`src/rtl/cam_detect_pkg.sv`:
```
// Shared types and constants for the camera frame sequencer and its synchroniser.
package cam_detect_pkg;

    localparam int COORD_W_DEF = 16;
    localparam logic [COORD_W_DEF-1:0] NO_HAND_DEF = 16'hFFFF;

    typedef enum logic [2:0] {
        ST_IDLE,
        ST_WAIT_SOF,
        ST_IN_FRAME,
        ST_WAIT_DONE,
        ST_PUBLISH
    } cam_seq_state_t;

endpackage

```
`src/rtl/cam_fv_sync.sv`:
```
// Brings camera FRAME_VALID into the system clock domain and produces
// registered one-cycle start/end-of-frame pulses.
module cam_fv_sync
    import cam_detect_pkg::*;
#(
    parameter int SYNC_STAGES = 2
) (
    input  logic clk_clk,
    input  logic reset_reset_n,
    input  logic frame_valid_async,
    output logic fv_s,
    output logic sof,
    output logic eof
);

    logic [SYNC_STAGES-1:0] sync_q;
    logic                   fv_prev;

    assign fv_s = sync_q[SYNC_STAGES-1];

    always_ff @(posedge clk_clk or negedge reset_reset_n) begin
        if (!reset_reset_n) begin
            sync_q  <= '0;
            fv_prev <= 1'b0;
            sof     <= 1'b0;
            eof     <= 1'b0;
        end else begin
            sync_q  <= {sync_q[SYNC_STAGES-2:0], frame_valid_async};
            fv_prev <= fv_s;
            sof     <= fv_s & ~fv_prev;
            eof     <= ~fv_s & fv_prev;
        end
    end

endmodule

```
`src/rtl/cam_detect_seq.sv`:
```
// Frame sequencer: arms the blob detector once per camera frame, collects its
// X/Y result after end-of-frame and publishes debounced hand coordinates.
module cam_detect_seq
    import cam_detect_pkg::*;
#(
    parameter int                 SYNC_STAGES   = 2,
    parameter int                 COORD_W       = COORD_W_DEF,
    parameter logic [COORD_W-1:0] NO_HAND       = COORD_W'(NO_HAND_DEF),
    parameter int                 MISS_LIMIT    = 4,
    parameter int                 DONE_TIMEOUT  = 4096,
    parameter int                 FRAME_TIMEOUT = 2_000_000
) (
    input  logic               clk_clk,
    input  logic               reset_reset_n,
    input  logic               enable,
    input  logic               frame_valid_async,
    output logic               det_start,
    input  logic               det_done,
    input  logic [COORD_W-1:0] det_x,
    input  logic [COORD_W-1:0] det_y,
    output logic [COORD_W-1:0] coord_x,
    output logic [COORD_W-1:0] coord_y,
    output logic               coord_valid,
    output logic               hand_present,
    output logic [15:0]        frame_cnt,
    output logic               cam_timeout,
    output logic               err_done_timeout
);

    localparam int DT_W = $clog2(DONE_TIMEOUT + 1);
    localparam int FT_W = $clog2(FRAME_TIMEOUT + 1);
    localparam logic [DT_W-1:0] DONE_LAST = DT_W'(DONE_TIMEOUT - 1);
    localparam logic [FT_W-1:0] FT_MAX    = FT_W'(FRAME_TIMEOUT);
    localparam logic [7:0]      MISS_LIM8 = 8'(MISS_LIMIT);

    cam_seq_state_t state, state_nxt;

    logic               fv_s, sof, eof;
    logic               start_fire, eof_fire, done_fire, tmo_fire, pub_fire;
    logic [COORD_W-1:0] lat_x, lat_y;
    logic               lat_hit;
    logic [DT_W-1:0]    done_tmr;
    logic [FT_W-1:0]    wd_cnt;
    logic [7:0]         miss_cnt, miss_inc;

    cam_fv_sync #(
        .SYNC_STAGES(SYNC_STAGES)
    ) u_fv_sync (
        .clk_clk          (clk_clk),
        .reset_reset_n    (reset_reset_n),
        .frame_valid_async(frame_valid_async),
        .fv_s             (fv_s),
        .sof              (sof),
        .eof              (eof)
    );

    assign lat_hit  = (lat_x != NO_HAND) && (lat_y != NO_HAND);
    assign miss_inc = (miss_cnt >= MISS_LIM8) ? miss_cnt : miss_cnt + 8'd1;

    always_ff @(posedge clk_clk or negedge reset_reset_n) begin
        if (!reset_reset_n) state <= ST_IDLE;
        else                state <= state_nxt;
    end

    always_comb begin
        state_nxt  = state;
        start_fire = 1'b0;
        eof_fire   = 1'b0;
        done_fire  = 1'b0;
        tmo_fire   = 1'b0;
        pub_fire   = 1'b0;
        case (state)
            ST_IDLE: begin
                if (enable) state_nxt = ST_WAIT_SOF;
            end
            ST_WAIT_SOF: begin
                if (!enable) begin
                    state_nxt = ST_IDLE;
                end else if (sof && fv_s) begin
                    start_fire = 1'b1;
                    state_nxt  = ST_IN_FRAME;
                end
            end
            ST_IN_FRAME: begin
                if (eof) begin
                    eof_fire  = 1'b1;
                    state_nxt = ST_WAIT_DONE;
                end
            end
            ST_WAIT_DONE: begin
                // A result arriving on the last permitted cycle still counts.
                if (det_done) begin
                    done_fire = 1'b1;
                    state_nxt = ST_PUBLISH;
                end else if (done_tmr == DONE_LAST) begin
                    tmo_fire  = 1'b1;
                    state_nxt = ST_WAIT_SOF;
                end
            end
            ST_PUBLISH: begin
                pub_fire  = 1'b1;
                state_nxt = enable ? ST_WAIT_SOF : ST_IDLE;
            end
            default: state_nxt = ST_IDLE;
        endcase
    end

    always_ff @(posedge clk_clk or negedge reset_reset_n) begin
        if (!reset_reset_n) begin
            det_start        <= 1'b0;
            coord_x          <= '0;
            coord_y          <= '0;
            coord_valid      <= 1'b0;
            hand_present     <= 1'b0;
            frame_cnt        <= '0;
            err_done_timeout <= 1'b0;
            miss_cnt         <= '0;
            done_tmr         <= '0;
            lat_x            <= '0;
            lat_y            <= '0;
        end else begin
            det_start   <= start_fire;
            coord_valid <= 1'b0;

            if (eof_fire)                  done_tmr <= '0;
            else if (state == ST_WAIT_DONE) done_tmr <= done_tmr + DT_W'(1);

            if (done_fire) begin
                lat_x <= det_x;
                lat_y <= det_y;
            end

            // A detector that never answers is scored like an empty frame.
            if (tmo_fire) begin
                err_done_timeout <= 1'b1;
                miss_cnt         <= miss_inc;
                if (miss_inc == MISS_LIM8) hand_present <= 1'b0;
            end

            if (pub_fire) begin
                frame_cnt <= frame_cnt + 16'd1;
                if (lat_hit) begin
                    coord_x      <= lat_x;
                    coord_y      <= lat_y;
                    coord_valid  <= 1'b1;
                    miss_cnt     <= '0;
                    hand_present <= 1'b1;
                end else begin
                    miss_cnt <= miss_inc;
                    if (miss_inc == MISS_LIM8) hand_present <= 1'b0;
                end
            end
        end
    end

    // Camera watchdog: cycles since the last SOF, only while the sequencer is active.
    always_ff @(posedge clk_clk or negedge reset_reset_n) begin
        if (!reset_reset_n) begin
            wd_cnt      <= '0;
            cam_timeout <= 1'b0;
        end else if (state == ST_IDLE || state_nxt == ST_IDLE || sof) begin
            wd_cnt      <= '0;
            cam_timeout <= 1'b0;
        end else if (wd_cnt != FT_MAX) begin
            wd_cnt <= wd_cnt + FT_W'(1);
            if (wd_cnt == FT_MAX - FT_W'(1)) cam_timeout <= 1'b1;
        end
    end

endmodule

```
`config.mk`:
```
export PLATFORM = sky130hd
export DESIGN_NAME = cam_detect_seq
export DESIGN_NICKNAME = d
export VERILOG_FILES = /design/src/rtl/cam_detect_pkg.sv /design/src/rtl/cam_fv_sync.sv /design/src/rtl/cam_detect_seq.sv
export SDC_FILE = /design/constraint.sdc
export NUM_CORES = 1
export LEC_CHECK = 0
export BUFFER_PORTS_ARGS = -buffer_cell sky130_fd_sc_hd__clkbuf_2
export CORE_UTILIZATION = 60
export DETAILED_ROUTE_END_ITERATION = 7
export PLACE_DENSITY = 0.94
export SYNTH_ARGS = -nofsm -noshare
export SYNTH_HDL_FRONTEND = slang
export SYNTH_SLANG_ARGS = --single-unit
```
`constraint.sdc`:
```
create_clock -name clk_clk -period 5.81 [get_ports clk_clk]
set_input_delay 1.162 -clock clk_clk [delete_from_list [all_inputs] [get_ports clk_clk]]
set_output_delay 1.162 -clock clk_clk [all_outputs]
set_load 0.03 [all_outputs]
```
==> metrics.csv, run 1 <==
metric,value,unit
Placed Area,6529,sq um
max-slew violations,0,
combinational share of power,0.253,
unrepaired setup endpoints after global routing,no,
power density over the cells,463.3,nW/um^2
Psw,1.183,mW
CP Class,reg -> reg,
CTS root buffer,clkbuf_8,
"Design Area, Final",7104,sq um
Total GRT Usage,0.3162,
ANT cells,0,
top cell type's share of synthesized area,0.5663,
Worst setup EP type,flop,
f_max,332.9,MHz
dpl hpwl,9180,um
GR Overflow Total,0,
post-synth top area cell,dfrtp_1,
most frequent cells in the layout,"dfrtp_1, clkbuf_2, mux2_2, nand2_1, xnor2_1",
required time of the worst setup path,6.21,ns
setup bufs post-CTS,0,
Placer Congestion,0.8639,
Remaining DRCs,0,
Slew @ Worst Pin,0.9939,ns
Fin Clk Skew,0.009386,ns
sequential share of the synthesized area,0.5663,
# nets final,632,
worst skew pair latency,0.52,ns
share of layout cells above drive strength 1,0.3272,
"most common cell after layout, fill and taps aside",dfrtp_1,
initial core utilization,0.6160,
Synth async-reset ratio,1.000,
pre-CTS setup slack,2.908,ns
syn nets,539,
cts bufs inserted,17,
die area,10350,sq um
mapped cell area,5966,sq um
CTS tree,yes,
via/cell ratio,6.340,
DR pass1 iterations,6,
Die Span X,101.7,um
CP max FO,22,
Yosys cell types,52,
Main synth FF type,dfrtp_1,
Setup crit start kind,flop,
First DRT Iteration DRCs,359,
clk buf depth,2,
Ports,90,
max_cap viols,0,
Area Growth Syn to Fin,19.09,%
routed wire length per instance,21.06,um
final WL,15480,um
Mean Syn Cell Area,12.03,sq um
cell-internal power,2.108,mW
Worst-path clk slew,0.06,ns
Final Hold Viols,0,
vias in the first global route,4569,
ranking of synthesized cells by area,"dfrtp_1, mux2_2, xnor2_1",
row count,36,
final setup violating endpoints,0,
Setup WS post-layout,2.806,ns
min-delay worst type,reg -> reg,
CTS sink cnt,135,
worst vdd ir,0.0003720,V
die height,101.7,um
largest net degree at the start of global routing,73,
Fin Setup TNS,0,ns
Syn Inst Count,496,
initial antenna violation count,0,
Tmin final,3.004,ns
"EDFF count, synth",0,
leakage power,3.281,nW
cts hold-fix bufs,0,
Flop pwr share,0.430,
first-pass GRT wire length,24090,um
remaining antenna violation count,0,
proportion of power drawn by the clock network,0.317,
"flops & latches, synth",135,
via count,4660,
Rel. slew slack,0.3352,
Core Area,9684,sq um
Final period util,0.5171,
fill cell count,573,
H-Tree Depth,4,
switching share of power,0.3595,
Arrival @ worst endpoint,3.40,ns
status,"complete, no violations",
yosys warns,0,
Resized cells post-CTS,0,
PortBufs,89,
power groups by stage:
stage / registers [mW] / logic, mW / clock network (mW)
finish: 1.42 / 0.833 / 1.04
floorplan: 1.56 / 0.359 / 0
global route: 1.44 / 0.882 / 1.09
global placement: 1.37 / 0.759 / 0
CTS: 1.40 / 0.831 / 1.05
detailed placement: 1.40 / 0.806 / 0
final cells by class:
type,count,area [sq um],share of cell area
clock buffers,19,441.7,0.06217
clock inverters,13,133.9,0.01884
flip-flops and latches,135,3378,0.4755
inverters,12,45.04,0.006340
well taps,133,166.4,0.02342
repair buffers,93,478.0,0.06728
multi-input cells,330,2461,0.3464
metal layers:
layer  global-route usage  up-vias  part of all wire
li1                     -     1994                 -
met1               0.3848     2281              0.37
met2               0.5359      312              0.52
met3              0.06418       73             0.066
met4               0.1616        0             0.044
met5                    0        -                 0
critical path, stage by stage (launching register included):
cell	delay [ns]
dfrtp_1	0.51
or3b_2	0.67
nor3_4	0.87
buf_4	0.43
mux2_2	0.39
flip-flops by register name, indices dropped and copies added, names as in the netlist:
| register | cells |
|---|---|
| wd_cnt | 21 |
| coord_x | 16 |
| coord_y | 16 |
| frame_cnt | 16 |
| lat_x | 16 |
| lat_y | 16 |
| done_tmr | 13 |
| miss_cnt | 8 |
| state | 3 |
| u_fv_sync.sync_q | 2 |
| cam_timeout | 1 |
| coord_valid | 1 |
| det_start | 1 |
| err_done_timeout | 1 |
| hand_present | 1 |
| u_fv_sync.eof | 1 |
| u_fv_sync.fv_prev | 1 |
| u_fv_sync.sof | 1 |
Yosys cell counts (3+ instances only):
cell,n
o21ai_0,12
nand3_1,15
xor2_1,12
nand2_1,31
inv_1,12
nor2_1,19
and4_1,4
or4_1,6
clkbuf_1,8
nand4b_1,4
nand2b_1,5
dfrtp_1,135
buf_1,4
a211oi_1,11
nand4_1,20
xnor2_1,22
nor3b_1,3
a21oi_1,7
nor4_1,10
nor4b_1,3
and3_1,4
nor3_1,21
ha_1,6
buf_4,3
nor4bb_1,3
nor2b_1,10
buf_2,4
mux2_2,63
or3_1,9
a311o_1,3
path summary, 6_finish.rpt:
check / from / endpoint / slack, ns / depth (start not counted)
worst max-delay path: state[0]$_DFF_PN0_ / coord_x[10]$_DFFE_PN0P_ / 2.81 / 4
worst min-delay path: u_fv_sync.sync_q[0]$_DFF_PN0_ / u_fv_sync.sync_q[1]$_DFF_PN0_ / 0.35 / 0
worst max register to register: state[0]$_DFF_PN0_ / coord_x[10]$_DFFE_PN0P_ / 2.81 / 4
worst min register to register: u_fv_sync.sync_q[0]$_DFF_PN0_ / u_fv_sync.sync_q[1]$_DFF_PN0_ / 0.35 / 0
max in group asynchronous: reset_reset_n / wd_cnt[16]$_DFFE_PN0P_ / 3.69 / 2
min in group asynchronous: reset_reset_n / done_tmr[6]$_DFFE_PN0P_ / 0.77 / 1
cells by family after synthesis:
| logic type | share of synthesized area |
|---|---|
| xor gates and xnor gates | 0.04992 |
| muxes | 0.1206 |
| adders and majority gates | 0.01258 |
| buffers and inverters | 0.02223 |
| DFF | 0.5663 |
| and+or+nand+nor | 0.1743 |
| AOI/OAI and AO/OA | 0.05411 |
stage by stage:
stage	util	cells	power (mW)	hold WS (ns)
2_1_floorplan	-	496	1.917	0.3312
3_3_place_gp	0.6742	703	2.131	0.3362
3_5_place_dp	0.6742	703	2.209	0.3441
4_1_cts	0.7336	735	3.281	0.3547
5_1_grt	0.7336	735	3.404	0.3643
6_report	0.7336	735	3.292	0.3509
No activity file was read; power rests on OpenSTA's default activity.
==> inputs of run 2 (changes only) <==
CORE_UTILIZATION = 51   (was 60)
PLACE_DENSITY = 0.87   (was 0.94)
clock period = 2.5 ns   (was 5.81 ns; I/O delays follow)
==> metrics.csv, run 2 (synthesis results as in run 1) <==
metric,value,unit,change
Final Hold Viols,0,,unchanged
f_max,454.0,MHz,+36%
CP max FO,12,,-45%
final setup violating endpoints,0,,unchanged
via count,4346,,-6.7%
Area Growth Syn to Fin,19.78,%,
Rel. slew slack,0.6081,,+0.2729
Worst-path clk slew,0.06,ns,about the same
# nets final,639,,+1.1%
leakage power,3.298,nW,+0.52%
cts bufs inserted,17,,unchanged
First DRT Iteration DRCs,280,,-22%
max_cap viols,0,,unchanged
Pwr Total,7.341,mW,+120%
GR Overflow Total,0,,unchanged
Resized cells post-CTS,0,,unchanged
worst vdd ir,0.0008743,V,+130%
most frequent cells in the layout,"dfrtp_1, clkbuf_2, mux2_2, nand2_1, xnor2_1",,
min-delay worst type,in -> async,,
unrepaired setup endpoints after global routing,no,,
DR pass1 iterations,4,,-2
WL met1,5413,um,-5.2%
worst skew pair latency,0.41,ns,-0.11 ns
Tmin final,2.202,ns,-0.8018 ns
proportion of power drawn by the clock network,0.301,,-0.016
via/cell ratio,5.779,,-8.8%
share of layout cells above drive strength 1,0.3317,,+0.004449
ANT cells,0,,unchanged
initial antenna violation count,0,,unchanged
met2 WL,6731,um,-16%
largest net degree at the start of global routing,62,,-15%
Remaining DRCs,0,,unchanged
clk buf depth,2,,unchanged
CTS root buffer,clkbuf_16,,
cts hold-fix bufs,0,,unchanged
Die Span X,110.2,um,+8.3%
Slew @ Worst Pin,0.5833,ns,-0.4106 ns
Placer Congestion,0.8533,,-1.2%
Core Area,11420,sq um,+18%
routed wire length per instance,17.37,um,-18%
PortBufs,89,,unchanged
CP Class,reg -> reg,,
initial core utilization,0.5225,,-0.09356
crit-path cells,"or3b_2, nor3_4, or3b_2, xnor2_1",,
Ports,90,,unchanged
Worst path most repeated cell,or3b_2,,
first-pass GRT wire length,20960,um,-13%
cell-internal power,4.806,mW,+130%
Total GRT Usage,0.2269,,-0.08923
max-slew violations,0,,unchanged
"slowest stage delay, CP",0.66,ns,-0.21 ns
Fin Setup TNS,0,ns,unchanged
max FFs per register,21,,unchanged
Psw,2.535,mW,+110%
Fin Clk Skew,0.01007,ns,+0.0006849 ns
Arrival @ worst endpoint,2.50,ns,-0.90 ns
die height,110.2,um,+8.3%
H-Tree Depth,4,,unchanged
Final period util,0.8810,,+0.3639
Flop pwr share,0.441,,+0.011
final WL,13060,um,-16%
vias in the first global route,4412,,-3.4%
CTS sink cnt,135,,unchanged
row count,39,,+8.3%
CTS tree,yes,,
dpl hpwl,8956,um,-2.4%
routed wl met3,527,um,-49%
max layer used,met4,,
Top reg by flops,wd_cnt,,
"most common cell after layout, fill and taps aside",dfrtp_1,,
Crit-path slowest cell,or3b_2,,
Setup crit start kind,flop,,
switching share of power,0.3454,,-0.01415
remaining antenna violation count,0,,unchanged
required time of the worst setup path,2.79,ns,-3.42 ns
combinational share of power,0.258,,+0.005
status,"complete, no violations",,
power density over the cells,1027,nW/um^2,+120%
Worst setup EP type,flop,,
setup bufs post-CTS,0,,unchanged
die area,12130,sq um,+17%
[run 2: changes by cell type in the layout (fill, tap and decap cells not counted), sizes merged]
cell,change
buf,+7
inv,-5
clkinv,+3
clkinvlp,+2
bufinv,-1
clkbuf,+1
[run 2: final timing paths]
path	start	endpoint	slack, ns	depth (start not counted)
setup / recovery	state[0]$_DFF_PN0_	frame_cnt[9]$_DFFE_PN0N_	0.30	4
hold / removal	reset_reset_n	coord_y[4]$_DFFE_PN0P_	0.06	1
setup reg to reg	state[0]$_DFF_PN0_	frame_cnt[9]$_DFFE_PN0N_	0.30	4
hold reg to reg	u_fv_sync.sync_q[0]$_DFF_PN0_	u_fv_sync.sync_q[1]$_DFF_PN0_	0.37	0
max in group asynchronous	reset_reset_n	done_tmr[12]$_DFFE_PN0P_	1.60	2
min in group clk_clk	frame_valid_async	u_fv_sync.sync_q[0]$_DFF_PN0_	0.19	1
[run 2: final cells by class]
| class | instances | area [sq um] |
|---|---|---|
| fill | 847 | 4273 |
| sequential | 135 | 3378 |
| multi-input combinational | 330 | 2461 |
| timing repair buffer | 100 | 555.5 |
| clock buffer | 20 | 446.7 |
| tap | 143 | 178.9 |
| clock inverter | 12 | 80.08 |
| inverter | 12 | 45.04 |
[run 2: metal layers]
metal | up-vias | global-route usage
met1 | 2190 | 0.2719
met3 | 32 | 0.06996
met5 | - | 0
li1 | 2000 | -
met4 | 0 | 0.1043
met2 | 124 | 0.3754
[run 2: worst max-delay path: cells and delay by family, from the launching register on]
kind / cells / cell delay (ns)
xor+xnor: 1 / 0.14
simple gates: 3 / 1.46
flops: 1 / 0.48
[run 2: power by group through the flow]
stage | Clock, mW | Combinational, mW | Sequential, mW
finish | 2.21 | 1.90 | 3.23
global route | 2.34 | 2.04 | 3.31
global placement | 0 | 1.79 | 3.18
detailed placement | 0 | 1.89 | 3.26
floorplan | 0 | 0.835 | 3.62
CTS | 2.24 | 1.91 | 3.23
[run 2: stage by stage]
step | util | worst slack (ns) | std cells | cell area (sq um) | hold WS, ns
after floorplan | - | 0.4027 | 496 | 5966 | 0.2044
after global placement | 0.5797 | 0.3568 | 720 | 6619 | 0.3436
after detailed placement | 0.5797 | 0.3112 | 720 | 6619 | 0.3491
after CTS | 0.6258 | 0.3024 | 752 | 7146 | 0.07696
after global routing | 0.6258 | 0.1886 | 752 | 7146 | 0.1016
final | 0.6258 | 0.2976 | 752 | 7146 | 0.05960
